File: src/rtl/seq_sub_311.sv
// seq_sub_311: sequential slice-serial subtractor producing d = x - y mod 2^WIDTH.
// Operands are latched on an accepted start and consumed SLICE bits per clock,
// LSB first, with the borrow carried between slices. The final borrow-out is b_311.
// Optional feature macro: SEQ_SUB_311_OVF_EN adds ovf_311 (signed overflow of x - y).
module seq_sub_311 #(
    parameter int WIDTH = 8,
    parameter int SLICE = 1
) (
    input  logic             clk_311,
    input  logic             rst_n_311,
    input  logic             start_311,
    input  logic [WIDTH-1:0] x_311,
    input  logic [WIDTH-1:0] y_311,
    output logic             ready_311,
    output logic             done_311,
    output logic [WIDTH-1:0] d_311,
    output logic             b_311
`ifdef SEQ_SUB_311_OVF_EN
    ,
    output logic             ovf_311
`endif
);

    localparam int N     = WIDTH / SLICE;
    localparam int CNT_W = (N > 1) ? $clog2(N) : 1;
    localparam logic [CNT_W-1:0] CNT_LAST = CNT_W'(N - 1);

    typedef enum logic [1:0] {
        IDLE = 2'd0,
        RUN  = 2'd1,
        DONE = 2'd2
    } state_t;

    state_t           state_q;
    state_t           state_d;

    logic [WIDTH-1:0] x_sh;
    logic [WIDTH-1:0] y_sh;
    logic [WIDTH-1:0] d_q;
    logic [WIDTH-1:0] d_next;
    logic             borrow_q;
    logic [CNT_W-1:0] cnt_q;
    logic             accept;
    logic             last;
    logic [SLICE:0]   slice_res;

    // One slice of subtraction: {borrow_out, diff} = a - b - borrow_in.
    // The extra top bit goes to 1 exactly when the slice result is negative.
    function automatic logic [SLICE:0] sub_slice(
        input logic [SLICE-1:0] a,
        input logic [SLICE-1:0] b,
        input logic             bin
    );
        return {1'b0, a} - {1'b0, b} - {{SLICE{1'b0}}, bin};
    endfunction

    assign accept    = (state_q == IDLE) && start_311;
    assign last      = (state_q == RUN) && (cnt_q == CNT_LAST);
    assign slice_res = sub_slice(x_sh[SLICE-1:0], y_sh[SLICE-1:0], borrow_q);

    // The result register shifts right each slice; the fresh difference bits
    // enter at the top so after N slices slice 0 sits at the LSB.
    assign d_next = (d_q >> SLICE) | (WIDTH'(slice_res[SLICE-1:0]) << (WIDTH - SLICE));

    // State register; reset forces IDLE and aborts any operation in flight.
    always_ff @(posedge clk_311) begin
        if (!rst_n_311) begin
            state_q <= IDLE;
        end else begin
            state_q <= state_d;
        end
    end

    // Next-state logic: start only matters in IDLE, DONE lasts one cycle.
    always_comb begin
        state_d = state_q;
        case (state_q)
            IDLE:    if (start_311) state_d = RUN;
            RUN:     if (last)      state_d = DONE;
            DONE:                   state_d = IDLE;
            default:                state_d = IDLE;
        endcase
    end

    // Output decode straight from the registered state.
    always_comb begin
        ready_311 = (state_q == IDLE);
        done_311  = (state_q == DONE);
    end

    // Control and result state: borrow, slice counter and difference register.
    always_ff @(posedge clk_311) begin
        if (!rst_n_311) begin
            d_q      <= '0;
            borrow_q <= 1'b0;
            cnt_q    <= '0;
        end else if (accept) begin
            borrow_q <= 1'b0;
            cnt_q    <= '0;
        end else if (state_q == RUN) begin
            d_q      <= d_next;
            borrow_q <= slice_res[SLICE];
            cnt_q    <= cnt_q + CNT_W'(1);
        end
    end

    // Operand shift registers: loaded on accept, shifted one slice per RUN edge.
    always_ff @(posedge clk_311) begin
        if (accept) begin
            x_sh <= x_311;
            y_sh <= y_311;
        end else if (state_q == RUN) begin
            x_sh <= x_sh >> SLICE;
            y_sh <= y_sh >> SLICE;
        end
    end

    assign d_311 = d_q;
    assign b_311 = borrow_q;

`ifdef SEQ_SUB_311_OVF_EN
    logic x_msb;
    logic y_msb;
    logic ovf_q;

    // Operand signs are kept aside because the shift registers lose them.
    always_ff @(posedge clk_311) begin
        if (accept) begin
            x_msb <= x_311[WIDTH-1];
            y_msb <= y_311[WIDTH-1];
        end
    end

    // Overflow resolved on the final slice: signs differ and result sign flips from x.
    always_ff @(posedge clk_311) begin
        if (!rst_n_311) begin
            ovf_q <= 1'b0;
        end else if (last) begin
            ovf_q <= (x_msb ^ y_msb) & (d_next[WIDTH-1] ^ x_msb);
        end
    end

    assign ovf_311 = ovf_q;
`endif

endmodule

File: config.mk
export PLATFORM = sky130hd
export DESIGN_NAME = seq_sub_311
export DESIGN_NICKNAME = d
export VERILOG_FILES = /design/src/rtl/seq_sub_311.sv
export SDC_FILE = /design/constraint.sdc
export NUM_CORES = 1
export LEC_CHECK = 0
export CAP_MARGIN = 5
export CORE_AREA = 2 2 56 58
export CTS_CLUSTER_DIAMETER = 80
export DETAILED_ROUTE_END_ITERATION = 12
export DIE_AREA = 0 0 58 60
export PLACE_DENSITY = 0.76
export SYNTH_ARGS = -nofsm -noshare
export SYNTH_HDL_FRONTEND = slang
export SYNTH_SLANG_ARGS = --single-unit
File: constraint.sdc
create_clock -name clk_311 -period 2.1 [get_ports clk_311]
set_input_delay 0.21 -clock clk_311 [delete_from_list [all_inputs] [get_ports clk_311]]
set_output_delay 0.21 -clock clk_311 [all_outputs]
set_load 0.02 [all_outputs]
-- Word-level counts from Yosys, hierarchy flattened
Index checks and enable logic that the tools add are counted.
- $add $sub $neg: 3
- equality and inequality tests: 5
- multiplexer cells: 7
- bitwise gates (word level): 3
- reduce and logical (&&, ||, !) cells: 7
- operators by type and width (kind ; count):
    8-bit two-way mux ; 4
    7-bit by 8-bit bitwise OR with 8-bit output ; 1
    2-bit two-way mux ; 2
    2-bit != test (second input constant) ; 2
    2-bit one-hot mux with 2 select lines ; 1
    2-bit AND reduction ; 2
    3-bit by 1-bit adder with 3-bit output (second input constant) ; 1
    3-bit equality test (second input constant) ; 1
    2-bit by 1-bit equality test with 1-bit output (second input constant) ; 1
    2-bit equality test (second input constant) ; 1
    1-bit logical AND ; 2
    2-bit zero test ; 1
    1-bit inverter ; 2
    2-bit nonzero test ; 1
    2-bit OR reduction ; 1
    1-bit by 1-bit subtractor with 2-bit output ; 1
    2-bit by 1-bit subtractor with 2-bit output ; 1
- register bits after elaboration: 30
- output and inout bits: 11
- word-level logic and storage cells: 31

-- Depth between registers and ports, before layout
- depth after elaboration: 4
- gate-level depth with buffers: 5

-- Worst setup path before layout
OpenSTA, ideal clock, no wires.
- path kind: flip-flop to flip-flop
- from: reg state_q[0]
- to: reg x_sh[0] (enable)
- setup time: 0.393 ns
- arrival: 1.239 ns
- data required time: 1.707 ns
- slack: 0.468 ns
- stages on the path, launching flop included: 3
- path buffers: 0
- period minus slack after synthesis: 1.632 ns
- cell sequence: dfxtp_1 > nor2_1 > nor2_1
- longest elaborated chain between the ends: 3
- elaborated cells between the ends (all ways): 4
- those cells by class: 1 x eq/ne; 3 x reduce/logical
- ends and longest elaborated chain (what ; RTL line ; RTL):
    from (decl) ; 34 ; state_t state_q;
    from (signal assigned) ; 70 ; state_q <= state_d;
    2-bit zero test ; 57 ; assign accept = (state_q == IDLE) && start_311;
    1-bit logical AND ; 57 ;
    2-bit nonzero test (no source line) * ; n/a ;
    to (signal assigned) ; 113 ; x_sh <= x_sh >> SLICE;
    to (decl) ; 37 ; logic [WIDTH-1:0] x_sh;
Mark *: on every way between the ends. The rest lies on a longest branch, timed or not.
A chain may end at the register's enable or synchronous reset.

-- Final worst setup path
- from: reg state_q[1]
- to: out done_311
- longest elaborated chain between the ends: 1
- ends and longest elaborated chain (what ; RTL line ; RTL):
    2-bit equality test ; 88 ; done_311 = (state_q == DONE);
    to (decl) ; 15 ; output logic done_311,
Every way passes these cells.

==> impl_results.md <==
* Run status: completed
* HPWL after DPL at 1620 µm
* Clock transition at path regs at 80 ps
* Max stage delay on crit path at 600 ps
* Sequential fraction of the synthesis area at 56.0%
* Starting Density at between 40 and 50%
* ANT nets after route at 0
* Rows at 20
* CP Cell Sequence: and2b_1, clkdlybuf4s50_1
* Worst IR drop on VDD at 0.510 mV
* RSZ-0062 raised after global routing: no
* Syn avg cell area at 12.6 µm²
* Area growth syn-to-layout at 22.8%
* Netlist cell types at 26
* Register bit total from synthesis at 30
* CTS buffer count at 5
* H-Tree Depth at 2
* Mapped Nets at 130
* Startpoint Class: register
* Crit end category: primary output
* Core box area at 2900 µm²
* Critical path data required time at 1890 ps
* CTS root buf: clkbuf_4
* Fin. max-slew vios at 0
* Die Ht at 60 µm
* Worst Reg-to-Reg Cells at 3
* ANT cells at 0
* Fin area at 1670 µm²
* CP delay by family, top: buffers and inverters
* Max_slew headroom at 65.2%
* Fill count at 250
* Crit path arrival time at 1520 ps
* Ys Warns at 0
* Final cell count without fillers at around 170
* Via/cell ratio at between 5 and 6
* Pleak at roughly 0.65 nW
* Resized Gates After CTS at 0
* Drt first pass iters at 5
* Worst Tran Pin Value at 521 ps
* CTS Sinks at 30
* Clk Latency, worst-skew pair at 330 ps
* Synthesized area at 1360 µm²
* Routability Congestion at 0.725
* Layout cells sized above 1 at 18.4%
* Post-Route WL at between 2000 and 2500 µm
* Power Total at around 1.2 mW
* CTS tree: done
* Hold buffers post-CTS at 0
* Setup violators final at 0
* Largest net degree at the start of global routing at 19
* Worst Skew at between 8 and 9 ps
* R2R Setup Slk at between 600 and 700 ps
* Die Wd at 58 µm
* Crit Path Category: reg -> out
* Iter 0 DRT Violations at 13
* GR Overflow Total at 0
* Buffers on Ports at 29
* Achievable Freq at 0.579 GHz
* Setup ws final at 374 ps
* Max-cap viol count at 0
* Crit path depth at 2
* Final hold vios at 0
* Worst Path Buf+Inv at 1
* Initial antenna violation count at 0
* Final period utilization at 82.2%
* Io pins at 30
* Vias at 847
* Die area at 3480 µm²
* Vias in the first global route at ~800
* Final min period at 1730 ps
* Wire length per cell at 13.5 µm
* Post-Place Cell Area at about 1600 µm²
* Cells after synthesis at 108
* Hold path depth at 2
* Setup Fix Bufs, Post-CTS at 0
* Setup tns final at 0 ps
* PD cells at between 700 and 800 nW/µm²
* First-pass GRT wire length at 3740 µm
* Final core occ at around 57%
* DRC at 0
* Hold crit path type: reg -> reg
* Nets@finish at 157
* Max clock buf depth at 2
* Worst Hold Margin at 478 ps
* Pre-CTS setup slack at just over 400 ps
* Total global-route track usage at 15.1%
* Placed Cells at roughly 160
* Crit path max fanout at 6
* Slowest-stage cell, CP: clkdlybuf4s50_1
[Yosys cell counts, drive strengths merged]
master | instances | area (µm²)
nand2 | 19 | 71.3
edfxtp | 16 | 480
dfxtp | 14 | 280
mux2 | 14 | 195
buf | 10 | 86.3
a21boi | 7 | 52.6
o21ai | 4 | 20.0
and3 | 3 | 18.8
nand3 | 3 | 15.0
nor2 | 3 | 13.8
clkbuf | 2 | 7.51
ha | 2 | 25.0
inv | 2 | 7.51
and2 | 1 | 8.76
and2b | 1 | 7.51
fa | 1 | 20.0
mux2i | 1 | 10.0
nand3b | 1 | 7.51
nor2b | 1 | 6.26
nor3b | 1 | 7.51
o211a | 1 | 10.0
or2b | 1 | 7.51
[cell usage in the layout (no fill, tap or decap)]
cell type and instances:
dfxtp_1 14, clkbuf_4 5, fa_1 1, o211a_1 1, nor2_1 2, nand3b_1 1
nor2_2 1, mux2i_1 1, clkdlybuf4s50_1 29, ha_1 2, clkinv_1 1, mux2_4 10
clkbuf_1 1, buf_4 3, nor2b_1 1, o21ai_0 4, edfxtp_1 16, a21boi_0 7
or2b_1 1, and2b_1 1, nor3b_1 1, nand3_1 3, mux2_2 4, and3_1 3
clkinv_2 1, inv_1 2, and2_4 1, nand2_1 19
[layer usage]
layer | up-vias | routed length (µm) | track usage, % | share of wire, %
met3 | 6 | 132 | 5.19 | 5.8
met1 | 399 | 962 | 17.7 | 42
met5 | - | 0 | 0 | 0
met2 | 22 | 1140 | 24.2 | 50
met4 | 0 | 51 | 8.97 | 2.2
li1 | 420 | - | - | -
[cell type report]
cell class	count	area (µm²)	area share, %
Clock inverter	2	8.76	0.525
Tap cell	33	41.3	2.47
Sequential cell	30	761	45.6
Clock buffer	6	41.3	2.47
Timing Repair Buffer	32	313	18.7
Inverter	2	7.51	0.450
Multi-Input combinational cell	64	497	29.8
[cell families after synthesis]
| kind of cell | synth area share, % |
|---|---|
| buffers and inverters | 7.46 |
| AOI/OAI and AO/OA | 6.08 |
| muxes | 15.1 |
| adders and majority gates | 3.31 |
| and+or+nand+nor | 12.1 |
| DFF | 56.0 |
[tightest hold or removal path: cells and delay by family (launching register included)]
family | cells | cell delay (ps)
DFF | 1 | 320
and+or+nand+nor | 1 | 50
AOI/OAI and AO/OA | 1 | 60
[state kept, by name, summed over array words and instances (netlist names)]
signal   count
y_sh         8
state_q      2
x_sh         8
d_311        8
b_311        1
cnt_q        3
[final timing paths]
kind	start	endpoint
setup / recovery	state_q[1]	done_311
hold / removal	cnt_q[2]	cnt_q[2]
setup reg to reg	state_q[1]	y_sh[5]
hold reg to reg	cnt_q[2]	cnt_q[2]
[report_power, final]
| group | internal (mW) | leakage (nW) | total [mW] | switching [mW] |
|---|---|---|---|---|
| logic | 0.103 | 0.343 | 0.166 | 0.0630 |
| registers | 0.672 | 0.277 | 0.691 | 0.0192 |
| clock network | 0.125 | 0.0297 | 0.319 | 0.194 |
| total | 0.900 | 0.650 | 1.18 | 0.276 |
(Power assumes the default switching activity.)
